File: config.mk
export PLATFORM = sky130hd
export DESIGN_NAME = lmsm_sequencer_flat
export DESIGN_NICKNAME = d
export VERILOG_FILES = /design/src/rtl/lmsm_sequencer_if.sv /design/src/rtl/lmsm_sequencer.sv /design/src/flat_wrapper.sv
export SDC_FILE = /design/constraint.sdc
export NUM_CORES = 1
export LEC_CHECK = 0
export CAP_MARGIN = 15
export CORE_UTILIZATION = 37
export CTS_BUF_LIST = sky130_fd_sc_hd__clkbuf_4 sky130_fd_sc_hd__clkbuf_8
export DETAILED_ROUTE_END_ITERATION = 8
export GPL_TIMING_DRIVEN = 0
export PLACE_DENSITY = 0.72
export SLEW_MARGIN = 20
export SYNTH_ARGS = -nofsm -noshare
export SYNTH_HDL_FRONTEND = slang
export SYNTH_SLANG_ARGS = --single-unit
File: constraint.sdc
create_clock -name clk -period 2.4 [get_ports clk]
set_clock_uncertainty 0.05 [all_clocks]
set_input_delay 0.48 -clock clk [delete_from_list [all_inputs] [get_ports clk]]
set_output_delay 0.48 -clock clk [all_outputs]
set_load 0.01 [all_outputs]
File: src/rtl/lmsm_sequencer_if.sv
// lmsm_sequencer_if: instruction offer and micro-op handshake bundle for the
// load/store-multiple sequencer; master is the pipeline side, slave the sequencer.
interface lmsm_sequencer_if #(
    parameter int DATA_W = 16,
    parameter int NREGS  = 8,
    parameter int RIDX_W = $clog2(NREGS)
);
    logic              in_valid;
    logic              in_ready;
    logic              is_lm;
    logic              is_sm;
    logic [NREGS-1:0]  reg_mask;
    logic [DATA_W-1:0] base_addr;
    logic              flush;
    logic              uop_valid;
    logic              uop_ready;
    logic              uop_load;
    logic              uop_store;
    logic [RIDX_W-1:0] uop_reg;
    logic [DATA_W-1:0] uop_addr;
    logic              uop_last;
    logic              busy;
    logic              err;

    modport master (
        output in_valid, is_lm, is_sm, reg_mask, base_addr, flush, uop_ready,
        input  in_ready, uop_valid, uop_load, uop_store, uop_reg, uop_addr, uop_last, busy, err
    );

    modport slave (
        input  in_valid, is_lm, is_sm, reg_mask, base_addr, flush, uop_ready,
        output in_ready, uop_valid, uop_load, uop_store, uop_reg, uop_addr, uop_last, busy, err
    );
endinterface

File: src/rtl/lmsm_sequencer.sv
// lmsm_sequencer: expands a load/store-multiple instruction into one micro-op per
// set mask bit, lowest register first, at consecutive ADDR_STEP-spaced addresses.
module lmsm_sequencer #(
    parameter int DATA_W    = 16,
    parameter int NREGS     = 8,
    parameter int ADDR_STEP = 1
) (
    input logic             clk,
    input logic             rst_n,
    lmsm_sequencer_if.slave bus
);
    localparam int RIDX_W = $clog2(NREGS);

    typedef enum logic {IDLE, RUN} state_t;

    state_t            state_q, state_d;
    logic [NREGS-1:0]  mask_q, mask_d;
    logic [DATA_W-1:0] addr_q, addr_d;
    logic [RIDX_W-1:0] reg_q, reg_d;
    logic              load_q, load_d;
    logic              store_q, store_d;
    logic              last_q, last_d;
    logic              err_q, err_d;
    logic              kind_ok, accept, legal, illegal, hs;

    assign bus.in_ready  = (state_q == IDLE) & ~bus.flush;
    assign bus.uop_valid = state_q == RUN;
    assign bus.busy      = state_q == RUN;
    assign bus.uop_load  = load_q;
    assign bus.uop_store = store_q;
    assign bus.uop_reg   = reg_q;
    assign bus.uop_addr  = addr_q;
    assign bus.uop_last  = last_q;
    assign bus.err       = err_q;

    always_comb begin
        kind_ok = bus.is_lm ^ bus.is_sm;
        accept  = bus.in_valid & bus.in_ready;
        legal   = accept & kind_ok & (|bus.reg_mask);
        illegal = accept & ((bus.is_lm & bus.is_sm) | (kind_ok & ~(|bus.reg_mask)));
        hs      = (state_q == RUN) & bus.uop_ready;
        state_d = state_q;
        mask_d  = mask_q;
        addr_d  = addr_q;
        if (bus.flush) begin
            state_d = IDLE;
            mask_d  = '0;
        end else if (legal) begin
            state_d = RUN;
            mask_d  = bus.reg_mask;
            addr_d  = bus.base_addr;
        end else if (hs) begin
            mask_d  = mask_q & (mask_q - NREGS'(1));
            addr_d  = addr_q + DATA_W'(ADDR_STEP);
            state_d = last_q ? IDLE : RUN;
        end
        load_d  = (state_d == RUN) & (legal ? bus.is_lm : load_q);
        store_d = (state_d == RUN) & (legal ? bus.is_sm : store_q);
        // Descending scan leaves the lowest set bit's index.
        reg_d = '0;
        for (int i = NREGS - 1; i >= 0; i--)
            if (mask_d[i]) reg_d = RIDX_W'(i);
        last_d = (|mask_d) & ~(|(mask_d & (mask_d - NREGS'(1))));
        err_d  = illegal;
    end

    always_ff @(posedge clk or negedge rst_n) begin
        if (!rst_n) begin
            state_q <= IDLE;
            mask_q  <= '0;
            addr_q  <= '0;
            reg_q   <= '0;
            load_q  <= 1'b0;
            store_q <= 1'b0;
            last_q  <= 1'b0;
            err_q   <= 1'b0;
        end else begin
            state_q <= state_d;
            mask_q  <= mask_d;
            addr_q  <= addr_d;
            reg_q   <= reg_d;
            load_q  <= load_d;
            store_q <= store_d;
            last_q  <= last_d;
            err_q   <= err_d;
        end
    end
endmodule

File: src/flat_wrapper.sv
// flat-port wrapper written by rule: the top's interface ports become plain ports
module lmsm_sequencer_flat 
#(
    parameter int DATA_W    = 16,
    parameter int NREGS     = 8,
    parameter int ADDR_STEP = 1
)
  (clk, rst_n, bus_in_valid, bus_is_lm, bus_is_sm, bus_reg_mask, bus_base_addr, bus_flush, bus_uop_ready, bus_in_ready, bus_uop_valid, bus_uop_load, bus_uop_store, bus_uop_reg, bus_uop_addr, bus_uop_last, bus_busy, bus_err);
  lmsm_sequencer_if #(.DATA_W(DATA_W), .NREGS(NREGS)) bus_i ();
  input logic clk;
  input logic rst_n;
  input wire logic [$bits(bus_i.in_valid)-1:0] bus_in_valid;
  input wire logic [$bits(bus_i.is_lm)-1:0] bus_is_lm;
  input wire logic [$bits(bus_i.is_sm)-1:0] bus_is_sm;
  input wire logic [$bits(bus_i.reg_mask)-1:0] bus_reg_mask;
  input wire logic [$bits(bus_i.base_addr)-1:0] bus_base_addr;
  input wire logic [$bits(bus_i.flush)-1:0] bus_flush;
  input wire logic [$bits(bus_i.uop_ready)-1:0] bus_uop_ready;
  output wire logic [$bits(bus_i.in_ready)-1:0] bus_in_ready;
  output wire logic [$bits(bus_i.uop_valid)-1:0] bus_uop_valid;
  output wire logic [$bits(bus_i.uop_load)-1:0] bus_uop_load;
  output wire logic [$bits(bus_i.uop_store)-1:0] bus_uop_store;
  output wire logic [$bits(bus_i.uop_reg)-1:0] bus_uop_reg;
  output wire logic [$bits(bus_i.uop_addr)-1:0] bus_uop_addr;
  output wire logic [$bits(bus_i.uop_last)-1:0] bus_uop_last;
  output wire logic [$bits(bus_i.busy)-1:0] bus_busy;
  output wire logic [$bits(bus_i.err)-1:0] bus_err;
  assign bus_i.in_valid = bus_in_valid;
  assign bus_i.is_lm = bus_is_lm;
  assign bus_i.is_sm = bus_is_sm;
  assign bus_i.reg_mask = bus_reg_mask;
  assign bus_i.base_addr = bus_base_addr;
  assign bus_i.flush = bus_flush;
  assign bus_i.uop_ready = bus_uop_ready;
  assign bus_in_ready = bus_i.in_ready;
  assign bus_uop_valid = bus_i.uop_valid;
  assign bus_uop_load = bus_i.uop_load;
  assign bus_uop_store = bus_i.uop_store;
  assign bus_uop_reg = bus_i.uop_reg;
  assign bus_uop_addr = bus_i.uop_addr;
  assign bus_uop_last = bus_i.uop_last;
  assign bus_busy = bus_i.busy;
  assign bus_err = bus_i.err;
  lmsm_sequencer #(.DATA_W(DATA_W), .NREGS(NREGS), .ADDR_STEP(ADDR_STEP)) u_core (.clk(clk), .rst_n(rst_n), .bus(bus_i));
endmodule
==> results.yml, run 1 <==
clock_network:
  tritoncts: "yes"
  htreeDepth: 2
  cts.reportedPaths.clkPinSlew_ns: 0.07
  cts_root_buffer: "clkbuf_8"
  insertion_delay_ns: 0.29
  clock_sinks: 32
  clk_path_buf_depth: 2
  cts_made_buffers: 5
power_and_ir_drop:
  power_mw: 2.03
  power_density_nw_per_um2: 696
  vdd_drop_max_uv: 370
  leakagePower_nw: 1.19
die:
  rows: 25
  die_h_um: 72.5
  die_area_um2: 5250
  start_util_pct: 38.6
  core_area_um2: 4750
  fp.dieW_um: 72.5
  ios: 57
placed_design:
  port_buffers: 56
  hpwl_mm: 3.73
  dp_slack_ns: -1.12
  gp_congestion: 0.844
  placed_cell_area_um2: 2520
grt:
  grt_pass1_vias: 1976
  grt_use_total_pct: 22.5
  grt_max_degree: 28
  grt_pass1_wl_mm: 9.12
  globalRouteOverflowTotal: 0
  antenna_found_initial: 0
setup_path:
  max_stage_delay_ns: 0.59
  start_kind: "primary input"
  arrival_ns: 2.72
  crit_buf_inv: 3
  worstReg2RegStart: "u_core.bus.busy$_DFF_PN0_"
  worstPathMaxFanout: 5
  endpoint: "u_core.bus.uop_last$_DFF_PN0_"
  critical-path-slowest-cell: "or4_4"
  cp_num_cells: 11
  crit_family: "simple AND/OR/NAND/NOR gates"
  rr_endpoint: "u_core.bus.uop_last$_DFF_PN0_"
  cp_data_required_time_ns: 2.55
  crit_type: "primary input to register"
  r2r_slack_ns: -0.09
  startpoint: "bus_is_lm"
  rr_worst_depth: 9
  crit_chain: "buf_8 -> ha_4 -> and4bb_2 -> a21boi_4 -> buf_12 -> o31ai_4 -> or4_4 -> buf_6 -> mux2i_1 -> nand2_1 -> a221oi_2"
  endpoint_kind: "register"
sta:
  setup_tns_ns: -0.174
  min_period_over_period_pct: 107
  setup_ws_ns: -0.170
  slew_headroom_pct: 63.2
  rsz0062_at_grt: "true"
  final_hold_viol_count: 0
  setup_viol: 2
  fin_crit_ns: 2.57
  timing.hold.ws_ns: 0.377
  fmax_mhz: 389
  tightest_slew_ns: 0.552
  drv_slew: 0
drt:
  viasPerCell: 5.49
  wl_per_cell_um: 15.0
  first_pass_iters: 4
  drc: 0
  drt_iter0_drc: 149
  drt_wl_total_mm: 5.53
  drtAntennaViolNets: 0
  via_count: 2022
yosys:
  yosys.area.top_type_share_pct: 43.6
  ys_ff_latch: 32
  yosys.area.top_type: "dfrtp_1"
  yosysUniqueCellTypes: 43
  yosysMostFrequentCell: "a21oi_1"
  ys_seq_area_share_pct: 43.6
  yosys-top-cells-count: "33 x a21oi_1, 32 x dfrtp_1, 28 x nand2_1"
  synth_warnings: 0
  synth-edff-count: 0
  synthArstFlopShare_pct: 100
  synth_area_um2: 1840
  ys.flop_type: "dfrtp_1"
  netlist_instances: 220
  syn_nets: 253
  synth.area.top_cells: "dfrtp_1 44%, a21oi_1 9.0%, nand2_1 5.7%"
  avgSynthCellArea_um2: 8.35
cells_and_area:
  nNetsFinal: 333
  drive_gt1_share_pct: 20.3
  area_growth_pct: 58.9
  diodes: 0
  design_area_um2: 2920
  nFillCells: 435
  largest_reg_flops: 16
status:
  status: "complete, but fails checks"
  violations: "negative setup slack"
hold_path:
  hp-class: "primary input to register"
run:
  maxCapViolCount: 0
placed cells by master (no fill, tap or decap), drive strengths merged, types with 2 or more instances in the layout:
master and instances:
dlymetal6s2s 5, nand2 28, clkdlybuf4s50 46, ha 2
clkbuf 11, or4 4, nor2 27, nand3b 2
a31oi 2, nor2b 2, a21oi 33, nor4 2
inv 2, mux2i 2, o31ai 2, nand3 15
and3 4, buf 26, dfrtp 32, nor4b 2
o21ai 19, a21o 2, o22ai 6, nor3 5
repair_timing:
item,CTS,global route
gates resized for setup,40,17
endpoints found under the hold margin,5,0
setup endpoints to repair,24,21
hold buffers,1,0
pin swaps,10,8
buffers inserted,9,7
gates cloned,0,0
routing by layer:
metal	GRT usage [%]	vias to the layer above	wire length, um
met4	9.37	0	97
met3	4.31	13	314
li1	-	962	-
met5	0	-	0
met1	29.7	965	2520
met2	36.2	82	2590
how the worst min path moves through the flow:
stage,startpoint,cells after the start,to
floorplan,rst_n,0,u_core.bus.busy$_DFF_PN0_
global placement,u_core.bus.uop_load$_DFF_PN0_,2,u_core.bus.uop_load$_DFF_PN0_
detailed placement,rst_n,1,u_core.bus.uop_addr[0]$_DFFE_PN0P_
CTS,bus_is_sm,3,u_core.bus.uop_store$_DFF_PN0_
global route,bus_is_lm,3,u_core.bus.uop_load$_DFF_PN0_
finish,bus_is_sm,3,u_core.bus.uop_store$_DFF_PN0_
where the power goes:
part           internal, mW  switching (mW)  total, mW
logic                 0.422           0.355      0.777
clock network         0.244           0.207      0.451
registers             0.665           0.138      0.803
total                  1.33           0.700       2.03
metrics by stage:
| stage | util, % | cells |
|---|---|---|
| after detailed placement | 53.1 | 344 |
| after floorplan | - | 220 |
| after global placement | 52.7 | 343 |
| after CTS | 59.4 | 362 |
| after global routing | 61.4 | 368 |
| final | 61.4 | 368 |
area by class of cell:
type	count	area [um^2]	area share [%]
Inverter	2	7.51	0.257
Multi-Input combinational cell	176	1140	39.2
Tap cell	67	83.8	2.87
Clock buffer	7	90.1	3.09
Clock inverter	1	7.51	0.257
Sequential cell	32	802	27.5
Buffer	9	50.0	1.71
Timing Repair Buffer	74	734	25.2
worst register-to-register path: cells and delay by family (launching register included):
family | cells | cell delay, ns
AOI/OAI and AO/OA | 3 | 0.54
buffers and inverters | 2 | 0.29
DFF | 1 | 0.40
muxes | 1 | 0.13
and+or+nand+nor | 3 | 1.00
cells by family (layout without fill, tap and decap cells):
logic type / after synthesis / count (layout) / share of synthesized area, %
adders and majority gates: 3 / 3 / 1.91
buffers and inverters: 12 / 93 / 2.86
AOI/OAI and AO/OA: 74 / 74 / 24.2
DFF: 32 / 32 / 43.6
and+or+nand+nor: 97 / 97 / 26.4
muxes: 2 / 2 / 1.09
Power figures use the tool's default switching activity.
==> inputs of run 2 (changes only) <==
Settings changed: CELL_PAD_IN_SITES_DETAIL_PLACEMENT from default to 1, CELL_PAD_IN_SITES_GLOBAL_PLACEMENT from default to 1, CORE_UTILIZATION 37 to 31, PLACE_DENSITY 0.72 to 0.81.
==> run 2 against run 1 <==
Effect of this change:
- the flow still finishes with violations (negative setup slack)
- die area is 19% higher
- utilization decreased by 8.2 points
- setup slack got worse by 0.034 ns
- clock-buffer cell count unchanged
- worst hold slack worse by 0.0015 ns
- register-to-register slack worse by 0.04 ns
- cell area rose by 2.3%
- sequential cell count is the same
- first-iteration DRC count shrank 15%
- clock power rose by 3%
- critical path type unchanged
- total power grew 3.2%
- maximum frequency shrank 1.3%
==> results.yml, run 2 (synthesized netlist as in run 1, its figures left out) <==
status:
  status: "complete, but fails checks"
  violations: "negative setup slack"
hold_path:
  hp-class: "primary input to register"
placed_design:
  dp_slack_ns: -1.21
  gp_congestion: 0.856
  port_buffers: 56
  dp.cells: 349
  hpwl_mm: 4.47
die:
  fp.dieW_um: 79.0
  start_util_pct: 32.8
  rows: 27
  die_area_um2: 6240
  ios: 57
  die_h_um: 79.0
  core_area_um2: 5610
clock_network:
  cts_root_buffer: "clkbuf_8"
  clk_path_buf_depth: 2
  insertion_delay_ns: 0.29
  cts.reportedPaths.clkPinSlew_ns: 0.07
  htreeDepth: 2
  cts_made_buffers: 5
  clock_sinks: 32
  tritoncts: "yes"
grt:
  grt_use_total_pct: 22.0
  grt_max_degree: 32
  globalRouteOverflowTotal: 0
  antenna_found_initial: 0
  grt_pass1_wl_mm: 10.4
  grt_pass1_vias: 2014
sta:
  final_hold_viol_count: 0
  timing.hold.ws_ns: 0.375
  slew_headroom_pct: 55.0
  min_period_over_period_pct: 109
  fin_crit_ns: 2.60
  setup_viol: 3
  fmax_mhz: 384
  rsz0062_at_grt: "true"
  setup_ws_ns: -0.204
  tightest_slew_ns: 0.675
  drv_slew: 0
drt:
  drt_iter0_drc: 126
  drc: 0
  viasPerCell: 5.65
  first_pass_iters: 5
  drtAntennaViolNets: 0
  wl_per_cell_um: 18.9
  via_count: 2117
  drt_wl_total_mm: 7.09
cells_and_area:
  final_common_cell: "clkdlybuf4s50_1"
  area_growth_pct: 62.5
  fin_util_pct: 53.2
  fin_cells: 375
  mostFrequentLayoutCells: "43 x clkdlybuf4s50_1, 31 x dfrtp_1, 30 x a21oi_1, 26 x nor2_1, 25 x nand2_1"
  nNetsFinal: 335
  largest_reg_flops: 16
  drive_gt1_share_pct: 22.1
  diodes: 0
setup_path:
  worstPathMaxFanout: 7
  arrival_ns: 2.75
  max_stage_delay_ns: 0.61
  endpoint_kind: "register"
  crit_family: "buffers and inverters"
  start_kind: "primary input"
  crit_buf_inv: 3
  crit_chain: "clkdlybuf4s50_1 -> nor4_4 -> a21boi_4 -> buf_12 -> o31ai_4 -> or4_4 -> buf_6 -> mux2i_1 -> nand2_1 -> a221oi_2"
  crit_type: "primary input to register"
  r2r_slack_ns: -0.13
  critical-path-slowest-cell: "or4_4"
  cp_data_required_time_ns: 2.55
power_and_ir_drop:
  power_density_nw_per_um2: 702
  power_mw: 2.10
  vdd_drop_max_uv: 313
  leakagePower_nw: 1.23
run:
  maxCapViolCount: 0
[run 2: cell type report]
class                      instances  area (um^2)
clock inverter                     1         7.51
tap                               72         90.1
multi-input combinational        176         1180
sequential                        32          802
fill                             664         2620
clock buffer                       7         90.1
buffer                             8         42.5
inverter                           2         7.51
timing repair buffer              77          761
[run 2: where the power goes]
group          total [mW]  switching (mW)  leakage [nW]  internal [mW]
sequential          0.812           0.147         0.410          0.665
combinational       0.821           0.392         0.777          0.430
clock               0.463           0.218        0.0479          0.244
[run 2: repair_timing]
| action | in CTS | in global routing |
|---|---|---|
| gates resized for setup | 45 | 18 |
| hold buffers | 1 | 0 |
| pin swaps | 12 | 8 |
| endpoints found under the hold margin | 1 | 0 |
| setup buffers | 13 | 6 |
| setup endpoints to repair | 24 | 16 |
[run 2: through the flow]
step,TNS (ns),instance area (um^2)
6_report,-0.283,2990
5_1_grt,-1.32,2990
4_1_cts,-0.192,2870
3_5_place_dp,-18.90,2530
3_3_place_gp,-18.32,2510
2_1_floorplan,-0.276,1860
[run 2: worst min-delay path: stages]
cell and delay (ns):
buf_6 0.10, nand2_1 0.05, a21oi_1 0.05
[run 2: per-layer routing]
layer | share of wire, % | up-vias | GRT usage, %
met3 | 4.9 | 25 | 4.48
met1 | 42 | 1042 | 29.2
met5 | 0 | - | 0
li1 | - | 967 | -
met2 | 49 | 83 | 34.7
met4 | 4.0 | 0 | 9.45
[run 2: worst paths after layout]
| check | startpoint | cells after the start | end |
|---|---|---|---|
| setup / recovery | bus_reg_mask[5] | 10 | u_core.bus.uop_last$_DFF_PN0_ |
| hold / removal | bus_is_lm | 3 | u_core.bus.uop_load$_DFF_PN0_ |
| setup reg to reg | u_core.mask_q[2]$_DFF_PN0_ | 7 | u_core.bus.uop_last$_DFF_PN0_ |
| hold reg to reg | u_core.bus.uop_load$_DFF_PN0_ | 2 | u_core.bus.uop_load$_DFF_PN0_ |
| max in group asynchronous | rst_n | 3 | u_core.bus.busy$_DFF_PN0_ |
| min in group asynchronous | rst_n | 2 | u_core.bus.uop_reg[1]$_DFF_PN0_ |
==> inputs of run 3 (changes only) <==
Settings changed: CORE_ASPECT_RATIO from default to 1.75, CORE_UTILIZATION 31 to 25, PLACE_DENSITY 0.81 to 0.68.
==> run 3 against run 2 <==
Effect of this change:
- the flow still finishes with violations (negative setup slack)
- critical path depth stayed put
- sequential share of layout area grew 0.63 points
- via count down 4.8%
- critical path type unchanged
- non-clock buffer count shrank 6
- setup slack got worse by 0.027 ns
- critical endpoint unchanged
- maximum frequency is 1.0% lower
==> results.yml, run 3 (synthesized netlist as in run 1, its figures left out) <==
cells_and_area:
  drive_gt1_share_pct: 19.5
  mostFrequentLayoutCells: "42 x clkdlybuf4s50_1, 31 x dfrtp_1, 30 x a21oi_1, 28 x nand2_1, 26 x nor2_1"
  nNetsFinal: 329
  diodes: 0
  area_growth_pct: 58.8
  largest_reg_flops: 16
  fin_cells: 383
  nFillCells: 878
  final_common_cell: "clkdlybuf4s50_1"
grt:
  met3_usage_pct: 2.38
  grt-busiest-layer: "met2"
  antenna_found_initial: 0
  grt_pass1_wl_mm: 10.9
  globalRouteOverflowTotal: 0
  grt_pass1_vias: 2232
  grt_max_degree: 30
  gr-usage-met2_pct: 38.8
  use_met1_pct: 18.7
  grt_use_total_pct: 19.3
placed_design:
  gp_congestion: 0.801
  dp.cells: 363
  dp_slack_ns: -1.14
  hpwl_mm: 4.81
  port_buffers: 56
drt:
  drt_iter0_drc: 61
  drtAntennaViolNets: 0
  wl_per_cell_um: 18.0
  viasPerCell: 5.26
  via_count: 2015
  first_pass_iters: 3
  drc: 0
  drt_wl_total_mm: 6.89
die:
  start_util_pct: 25.6
  fp.dieW_um: 66.8
  die_area_um2: 7710
  core_area_um2: 7180
  ios: 57
  die_h_um: 115
  rows: 41
sta:
  fmax_mhz: 380
  final_hold_viol_count: 0
  rsz0062_at_grt: "true"
  tightest_slew_ns: 0.505
  slew_headroom_pct: 66.3
  drv_slew: 0
  setup_viol: 1
  fin_crit_ns: 2.63
  min_period_over_period_pct: 110
  setup_ws_ns: -0.231
  setup_tns_ns: -0.231
setup_path:
  endpoint_kind: "register"
  start_kind: "primary input"
  worstPathMaxFanout: 6
  cp_data_required_time_ns: 2.55
  arrival_ns: 2.78
  crit_type: "primary input to register"
clock_network:
  cts_root_buffer: "clkbuf_8"
  insertion_delay_ns: 0.29
  htreeDepth: 2
  clock_sinks: 32
  cts_made_buffers: 5
  clk_path_buf_depth: 2
  tritoncts: "yes"
  cts.reportedPaths.clkPinSlew_ns: 0.07
status:
  status: "complete, but fails checks"
  violations: "negative setup slack"
run:
  maxCapViolCount: 0
power_and_ir_drop:
  p_sw_mw: 0.729
  pwr-share-seq_pct: 39.4
  power_density_nw_per_um2: 708
  internal_power_mw: 1.34
  leakagePower_nw: 1.16
  p_clk_share_pct: 22.7
  vdd_drop_max_uv: 290
  combPwrFrac_pct: 37.9
  switching_share_pct: 35.3
hold_path:
  hp-class: "primary input to register"
run 3: cell count changes in the layout (fill, tap and decap cells not counted), moves of 2 or more:
cell / delta
dlygate4sd2_1: +8
dlymetal6s2s_1: -7
buf_4: -5
nand2_1: +3
nand2_2: -3
o21ai_2: +2
o21ai_4: -2
run 3: cell type report:
cell class	count	area, um^2	share of cell area [%]
Buffer	9	60.1	2.06
Timing Repair Buffer	70	677	23.2
Sequential cell	32	802	27.5
Tap cell	86	108	3.69
Multi-Input combinational cell	176	1160	39.9
Clock buffer	8	97.6	3.35
Inverter	2	7.51	0.257
run 3: final timing paths:
check                      cells past startpoint                            endpoint  slack [ns]                     startpoint
hold / removal                                 3       u_core.bus.uop_load$_DFF_PN0_        0.39                      bus_is_lm
max in group asynchronous                      3  u_core.bus.uop_addr[1]$_DFFE_PN0P_        1.42                          rst_n
setup reg to reg                               8       u_core.bus.uop_last$_DFF_PN0_       -0.18      u_core.bus.busy$_DFF_PN0_
min in group asynchronous                      2     u_core.bus.uop_reg[1]$_DFF_PN0_        0.48                          rst_n
setup / recovery                              10       u_core.bus.uop_last$_DFF_PN0_       -0.23                      bus_is_lm
hold reg to reg                                2       u_core.bus.uop_load$_DFF_PN0_        0.49  u_core.bus.uop_load$_DFF_PN0_
run 3: worst max-delay path, cell delays in order:
cell and delay, ns:
buf_6 0.10, ha_4 0.25, and4bb_1 0.24, a21boi_4 0.22
buf_12 0.15, o21ai_4 0.07, or4_4 0.61, nor4b_4 0.32
nor2_2 0.09, a221oi_2 0.24
run 3: power groups by stage:
stage / logic, mW / registers [mW] / clock network (mW)
after floorplan: 0.283 / 0.840 / 0
after global routing: 0.862 / 0.834 / 0.496
after CTS: 0.787 / 0.814 / 0.478
after detailed placement: 0.736 / 0.822 / 0
after global placement: 0.717 / 0.817 / 0
final: 0.783 / 0.813 / 0.468
run 3: through the flow:
stage	hold slack, ns	instance area, um^2	utilization [%]	total power, mW
detailed placement	0.256	2550	35.5	1.56
global placement	0.476	2530	35.2	1.53
global route	0.405	2920	40.6	2.19
CTS	0.379	2910	40.5	2.08
finish	0.385	2920	40.6	2.06
floorplan	0.134	1860	-	1.12
run 3: what timing repair did:
item | CTS | global route
hold buffers | 1 | 0
endpoints found under the hold margin | 3 | 0
cloned | 0 | 0
pin swaps | 14 | 9
gates resized for setup | 60 | 3
endpoints found under the setup margin | 24 | 13
setup buffers | 10 | 2
run 3: routing by layer:
metal	vias up	wire, um
li1	955	-
met1	1006	2500
met2	44	4070
met3	10	183
met4	0	141
met5	-	0
